==> config.mk <==
export PLATFORM = sky130hd
export DESIGN_NAME = gate_delay_array
export DESIGN_NICKNAME = d
export VERILOG_FILES = /design/src/rtl/gate_delay_pkg.sv /design/src/rtl/gate_delay_cell.sv /design/src/rtl/gate_delay_array.sv
export SDC_FILE = /design/constraint.sdc
export NUM_CORES = 1
export LEC_CHECK = 0
export BUFFER_PORTS_ARGS = -buffer_cell sky130_fd_sc_hd__clkbuf_2
export CELL_PAD_IN_SITES_DETAIL_PLACEMENT = 0
export CELL_PAD_IN_SITES_GLOBAL_PLACEMENT = 2
export CORE_MARGIN = 5
export CORE_UTILIZATION = 39
export CTS_BUF_LIST = sky130_fd_sc_hd__clkbuf_16
export DETAILED_ROUTE_END_ITERATION = 7
export PLACE_DENSITY = 0.83
export REMOVE_ABC_BUFFERS = 1
export SKIP_CTS_REPAIR_TIMING = 1
export SLEW_MARGIN = 5
export SYNTH_ARGS = -nofsm -noshare
export SYNTH_HDL_FRONTEND = slang
export SYNTH_SLANG_ARGS = --single-unit
export TNS_END_PERCENT = 100
==> constraint.sdc <==
create_clock -name clk -period 4.3 [get_ports clk]
set_input_delay 0.86 -clock clk [delete_from_list [all_inputs] [get_ports clk]]
set_output_delay 0.86 -clock clk [all_outputs]
set_load 0.02 [all_outputs]
==> src/rtl/gate_delay_pkg.sv <==
// Shared types and helpers for the inertial-delay gate array.
// gate_eval is the single definition of the per-channel gate function.
package gate_delay_pkg;

  typedef enum logic [1:0] {
    OP_NOT = 2'b00,
    OP_AND = 2'b01,
    OP_OR  = 2'b10,
    OP_XOR = 2'b11
  } gate_op_e;

  function automatic logic gate_eval(input gate_op_e op, input logic a, input logic b);
    logic r;
    r = 1'b0;
    case (op)
      OP_NOT:  r = ~a;
      OP_AND:  r = a & b;
      OP_OR:   r = a | b;
      OP_XOR:  r = a ^ b;
      default: r = 1'b0;
    endcase
    return r;
  endfunction

  // Counter width: max(1, clog2(delay)); DELAY=1 still needs a one-bit counter.
  function automatic int unsigned cnt_width(input int unsigned delay);
    int unsigned w;
    w = $clog2(delay);
    return (w < 1) ? 1 : w;
  endfunction

endpackage

==> src/rtl/gate_delay_cell.sv <==
// One inertial-delay channel: z follows t only after t has differed from z
// on DELAY consecutive edges; chg pulses in the cycle the new z is visible.
module gate_delay_cell
  import gate_delay_pkg::*;
#(
  parameter int unsigned DELAY = 10,
  parameter logic        INIT  = 1'b0
) (
  input  logic clk,
  input  logic rst,
  input  logic t,
  output logic z,
  output logic chg
);

  localparam int unsigned    CW = cnt_width(DELAY);
  localparam logic [CW-1:0]  TC = CW'(DELAY - 1);

  logic [CW-1:0] cnt;

  always_ff @(posedge clk) begin
    if (rst) begin
      z   <= INIT;
      cnt <= '0;
      chg <= 1'b0;
    end else begin
      chg <= 1'b0;
      if (t == z) begin
        // Any edge where the target agrees with the output restarts the count.
        cnt <= '0;
      end else if (cnt == TC) begin
        z   <= t;
        cnt <= '0;
        chg <= 1'b1;
      end else begin
        cnt <= cnt + CW'(1);
      end
    end
  end

endmodule

==> src/rtl/gate_delay_array.sv <==
// WIDTH independent inertial-delay gates sharing one runtime-selected function.
// The top only decodes op, forms the per-channel targets and reduces settled.
module gate_delay_array
  import gate_delay_pkg::*;
#(
  parameter int unsigned WIDTH = 8,
  parameter int unsigned DELAY = 10,
  parameter logic        INIT  = 1'b0
) (
  input  logic             clk,
  input  logic             rst,
  input  logic [1:0]       op,
  input  logic [WIDTH-1:0] a,
  input  logic [WIDTH-1:0] b,
  output logic [WIDTH-1:0] z,
  output logic [WIDTH-1:0] chg,
  output logic             settled
);

  if (DELAY < 1) begin : g_bad_delay
    $error("gate_delay_array: DELAY must be >= 1");
  end
  if (WIDTH < 1) begin : g_bad_width
    $error("gate_delay_array: WIDTH must be >= 1");
  end

  gate_op_e         op_sel;
  logic [WIDTH-1:0] t;

  assign op_sel = gate_op_e'(op);

  for (genvar i = 0; i < WIDTH; i++) begin : g_ch
    assign t[i] = gate_eval(op_sel, a[i], b[i]);

    gate_delay_cell #(
      .DELAY (DELAY),
      .INIT  (INIT)
    ) u_cell (
      .clk (clk),
      .rst (rst),
      .t   (t[i]),
      .z   (z[i]),
      .chg (chg[i])
    );
  end

  // Combinational on purpose: drops in the same cycle an input moves a target.
  assign settled = &(t ~^ z);

endmodule

* After elaboration in Yosys (flattened, before gate mapping)
Index checks and enable logic that the tools add are counted.
Word-level totals: bits in registers 48, bits of input ports 20, output and inout port bits 17, word-level logic and storage cells 134
Cells by class: add/sub/neg operators 8, equal/unequal tests 19, multiplexer cells 16, bitwise logic cells 41, reductions and logical operators 26
Operators by type and width (number):
- adder 4 x 1 -> 4 bit, second input constant | 8
- equality test 4 bit, second input constant | 8
- case mux 1 bit (4 select lines) | 8
- OR reduction 3 bit | 8
- inverter 1 bit | 16
- AND reduction 2 bit | 8
- OR reduction 2 bit | 8
- bitwise AND 1 bit | 8
- equality test 1 bit | 8
- 2-to-1 mux 1 bit | 8
- OR 1 bit | 8
- AND reduction 8 bit | 1
- XNOR 8 bit | 1
- bitwise XOR 1 bit | 8
- equality test 2 bit, second input constant | 2
- equality test 2 x 1 -> 1 bit, second input constant | 1
- logical NOT 2 bit | 1

* Depth between registers and ports, before layout
word-level depth 5, mapped depth 7, mapped depth without buffers 7

* By module
Synthesis repeated with hierarchy kept, for this count alone.
Unflattened totals: cell total of the unflattened synthesis 265, area total of the unflattened synthesis 2661.3 sq um
Modules (own cells, without submodules):
- gate_delay_cell | times used 8, cells an instance 22, area each 244.0 sq um, seq. area each 120.1 sq um
- gate_delay_array | times used 1, cells an instance 89, area each 709.4 sq um, seq. area each 0.0 sq um

* Worst setup path after synthesis
No wires, ideal clock.
path type input -> output, from in a[6], to out settled, data arrival time 2349 ps, data required time 3440 ps, path slack 1091 ps, stages on the path 6, buffers on the path 0, cells stage by stage inv_1 ha_1 mux4_1 xnor2_2 nand4_1 nor2_1
Between the ends: cells in the longest elaborated chain, start to end 4, elaborated cells between the ends (all ways) 7, classes of those cells 1 x mux; 5 x bitwise; 1 x reduce/logical
RTL lines:
- start, declared | line gate_delay_array.sv:13 | input logic [WIDTH-1:0] a,
- bitwise XOR 1 bit, or another cell as far along | line gate_delay_pkg.sv:19 | OP_XOR: r = a ^ b;
- case mux 1 bit (4 select lines) (*) | line gate_delay_pkg.sv:15 | case (op)
- XNOR 8 bit (*) | line gate_delay_array.sv:48 | assign settled = &(t ~^ z);
- AND reduction 8 bit (*) | line gate_delay_array.sv:48
- end, declared | line gate_delay_array.sv:17 | output logic settled
Mark *: on every way between the ends. The rest lies on a longest branch, timed or not.

* Worst setup path in the final report
from in a[3], to out settled
The elaborated chain is that of the path after synthesis.

==> tab_implementation.tex <==
\begin{tabular}{lr}
\hline
Metric & Value \\
\hline
\multicolumn{2}{l}{\textbf{Detailed routing}} \\
\quad Post-DR vias/cell & 4.94 \\
\quad Number of nets with antenna violations after detailed routing & 0 \\
\quad Vias post-DR & between 1500 and 2000 \\
\quad Post-Route WL & about 4300 µm \\
\quad Number of detailed-route iterations in the first pass & 4 \\
\quad Average wire length per cell after detail routing & 12.2 µm \\
\quad Initial detailed-routing violation count & 39 \\
\quad DR DRC count & 0 \\
\multicolumn{2}{l}{\textbf{Layout}} \\
\quad Post-route cell area & 2830 µm² \\
\quad Share of the core filled with cells in the final layout & 44.3\% \\
\quad FF+latch area & just under 1000 µm² \\
\quad Multi-input combinational cell area & around 1300 µm² \\
\quad Fraction of final layout cells sized beyond drive strength 1 & about a fifth \\
\quad Total number of nets in the final design & 328 \\
\quad Syn-to-layout area delta & 9.92\% \\
\quad Number of antenna cells inserted & 0 \\
\quad Count of placed standard cells in the final layout, fillers left out & between 300 and 400 \\
\quad Filler instances & around 620 \\
\multicolumn{2}{l}{\textbf{GRT}} \\
\quad All-Layer GR Usage & 11.5\% \\
\quad Largest net degree at the start of global routing & 43 \\
\quad Vias in the first global route & roughly 1700 \\
\quad Global-route wire length before repair & 7870 µm \\
\quad Initial antenna violation count & 0 \\
\quad Leftover overflow at the end of global routing & 0 \\
\multicolumn{2}{l}{\textbf{Floorplanning}} \\
\quad Number of I/O pins & 37 \\
\quad Initial core utilization & roughly 40\% \\
\quad Std-Cell Core Area & around 6400 µm² \\
\quad Die H & roughly 91 µm \\
\quad Overall die area & $\sim$8300 µm² \\
\quad Number of standard-cell rows in the floorplan & 29 \\
\quad Die boundary width & a little over 90 µm \\
\multicolumn{2}{l}{\textbf{Placed design}} \\
\quad Input/output buffers & 36 \\
\quad Final Wtd Congestion & between 0.7 and 0.8 \\
\quad DP Area & 2690 µm² \\
\quad Total instance count after detailed placement & around 350 \\
\quad Estimated wirelength of the detail-placed design & roughly 3300 µm \\
\multicolumn{2}{l}{\textbf{Critical path}} \\
\quad Cell repeated most along the worst path & clkbuf\_2 \\
\quad Length in cells of the worst reg-to-reg path & 5 \\
\quad Critical path fanouts, max & 6 \\
\quad Crit path DAT & between 2000 and 3000 ps \\
\quad Endpoint of the most critical register-to-register path & g\_ch[2].u\_cell.cnt[2]\$\_SDFF\_PP0\_ \\
\quad Type of element capturing the critical path & output pin \\
\quad Worst R2R Setup Slack & 3010 ps \\
\quad Worst EP required & around 3400 ps \\
\quad Worst-path cell with the longest stage delay & mux4\_1 \\
\quad WS Path Type & input port to output pin \\
\quad Largest delay share family, worst path & multiplexers \\
\quad Number of buffers and inverters on the critical path & 3 \\
\quad Cells traversed along the worst timing path & clkbuf\_2 > inv\_1 > ha\_1 > mux4\_1 > xnor2\_2 > nand4\_1 > nor2\_1 > clkbuf\_2 \\
\quad Path length in cells of the critical path & 8 \\
\quad Longest individual stage delay on the worst path & between 500 and 600 ps \\
\quad Startpoint of the most critical setup path & a[3] \\
\quad Launching point of the worst reg2reg path & g\_ch[2].u\_cell.cnt[1]\$\_SDFF\_PP0\_ \\
\quad Startpoint types & input port \\
\quad Worst setup endpoint & settled \\
\multicolumn{2}{l}{\textbf{Synthesis}} \\
\quad Count of flip-flops with a built-in enable after synthesis & 0 \\
\quad Unique cell type count in the Yosys netlist & 23 \\
\quad Sequential area share after synthesis & a little under two fifths \\
\quad Number of register bits inferred by synthesis & 48 \\
\quad Avg Cell Area, Syn & $\sim$10 µm² \\
\quad Synth Warn \# & 0 \\
\quad Async SR Flop Fraction & 0\% \\
\quad Primary flip-flop cell chosen by synthesis mapping & dfxtp\_1 \\
\quad Netlist area before placement & roughly 2600 µm² \\
\quad Mapped Cells & 256 \\
\multicolumn{2}{l}{\textbf{Power and ir drop}} \\
\quad Total power density per cell area & roughly 330 nW/µm² \\
\quad Leak pwr & between 1 and 1.5 nW \\
\quad Maximum resistive drop on vdd & $\sim$0.21 mV \\
\quad Tot Pwr & 0.000938 W \\
\multicolumn{2}{l}{\textbf{Run}} \\
\quad Number of max-capacitance violations reported & 0 \\
\multicolumn{2}{l}{\textbf{Clock tree}} \\
\quad Maximum buffer depth of the clock tree & 2 \\
\quad Clock tree from TritonCTS & built \\
\quad Clock transition at path regs & $\sim$60 ps \\
\quad H-tree levels & 2 \\
\quad Total CTS buffers & 5 \\
\quad Clock Latency Late Sink & 280 ps \\
\quad Sinks on Clock Net & 48 \\
\quad Clock root buffer master & clkbuf\_16 \\
\multicolumn{2}{l}{\textbf{Timing}} \\
\quad Unrepaired setup endpoints after global routing & no \\
\quad Final hold violation count & 0 \\
\quad Final critical-path required period & $\sim$3500 ps \\
\quad Share of the clock period used by the worst path & between 80\% and 90\% \\
\quad Setup TNS & 0 ps \\
\quad Number of endpoints failing setup at the final stage & 0 \\
\quad Slew Limit Headroom & 42.1\% \\
\quad Tightest Pin Transition & 868 ps \\
\quad Max Clock Freq & $\sim$290 MHz \\
\quad Final Max Tran Viols & 0 \\
\quad Clock tree skew after final layout & about 3.2 ps \\
\multicolumn{2}{l}{\textbf{Run status}} \\
\quad Outcome & finished, final reports clean \\
\multicolumn{2}{l}{\textbf{Hold path}} \\
\quad Worst hold path type & flop to flop \\
\hline
\end{tabular}
==> power breakdown <==
group | leakage (nW) | internal (W) | total (W) | switching [W]
registers | 0.389 | 0.000457 | 0.000468 | 0.0000115
clock network | 0.0687 | 0.000211 | 0.000369 | 0.000158
logic | 0.786 | 0.0000468 | 0.000100 | 0.0000535
total | 1.24 | 0.000715 | 0.000938 | 0.000223
==> placed cells by master, fill, tap and decap left out <==
cell type / synthesis / layout
nand3b_1: 2 / 2
dfxtp_1: 48 / 48
nor2_1: 17 / 17
inv_1: 32 / 33
nand2_1: 12 / 12
nor4_1: 30 / 30
or3b_4: 2 / 2
xor2_1: 8 / 8
nand3_1: 8 / 8
nand4_1: 2 / 2
ha_1: 32 / 32
clkbuf_2: 0 / 36
mux4_1: 5 / 5
a21oi_1: 6 / 6
mux2i_1: 2 / 2
mux4_2: 3 / 3
clkinv_1: 0 / 1
xnor2_1: 10 / 10
o21ai_0: 6 / 6
clkinvlp_4: 0 / 1
nor3_1: 2 / 2
xnor2_2: 6 / 6
clkbuf_16: 0 / 5
==> kinds of logic after synthesis <==
group	synth area share [%]
adders and majority gates	15.6
xor gates and xnor gates	9.92
AOI/OAI and AO/OA	2.33
buffers and inverters	10.9
muxes	8.51
and+or+nand+nor	15.4
DFF	37.3
==> metrics by stage <==
step	hold slack (ps)	setup slack [ps]
global placement	452	803
CTS	477	820
floorplan	433	1090
global route	521	676
finish	475	827
detailed placement	461	826
==> worst min path at each step <==
stage / slack, ps / depth (start not counted) / to / startpoint
2_1_floorplan: 430 / 1 / g_ch[5].u_cell.cnt[0]$_SDFF_PP0_ / g_ch[5].u_cell.cnt[0]$_SDFF_PP0_
3_3_place_gp: 450 / 1 / g_ch[2].u_cell.cnt[0]$_SDFF_PP0_ / g_ch[2].u_cell.cnt[0]$_SDFF_PP0_
3_5_place_dp: 460 / 1 / g_ch[2].u_cell.cnt[0]$_SDFF_PP0_ / g_ch[2].u_cell.cnt[0]$_SDFF_PP0_
4_1_cts: 480 / 1 / g_ch[5].u_cell.cnt[0]$_SDFF_PP0_ / g_ch[5].u_cell.cnt[0]$_SDFF_PP0_
5_1_grt: 520 / 1 / g_ch[7].u_cell.cnt[0]$_SDFF_PP0_ / g_ch[7].u_cell.cnt[0]$_SDFF_PP0_
6_report: 480 / 1 / g_ch[5].u_cell.cnt[0]$_SDFF_PP0_ / g_ch[5].u_cell.cnt[0]$_SDFF_PP0_
==> area by class of cell <==
type / count / share of cell area (%)
Multi-Input combinational cell: 153 / 47.1
Sequential cell: 48 / 34.0
Timing Repair Buffer: 36 / 6.37
Clock buffer: 5 / 4.42
Inverter: 32 / 4.25
Tap cell: 77 / 3.41
Clock inverter: 3 / 0.531
==> flip-flops by register name, summed over array words and instances (netlist names) <==
name / cells
g_ch.u_cell.cnt: 32
g_ch.u_cell.z: 8
g_ch.u_cell.chg: 8
==> metal layers <==
metal  vias to the layer above  GRT usage, %  routed length (µm)
met4                         0          3.30                  57
met2                        23          18.9                2050
met1                       817          13.9                2010
li1                        905             -                   -
met5                         -             0                   0
met3                         5          4.38                 217
==> cells in the mapped netlist (all sizes together) (4+ instances only) <==
master	count	share of area [%]
clkbuf	4	0.58
nand3	8	1.6
xnor2	16	7.2
nor4	30	7.3
buf	19	5.7
ha	32	16
nand2	12	1.7
xor2	8	2.7
dfxtp	48	37
o21ai	6	1.2
nor2	17	2.5
a21oi	6	1.2
inv	32	4.7
mux4	8	7.7
No activity file was read; power rests on OpenSTA's default activity.
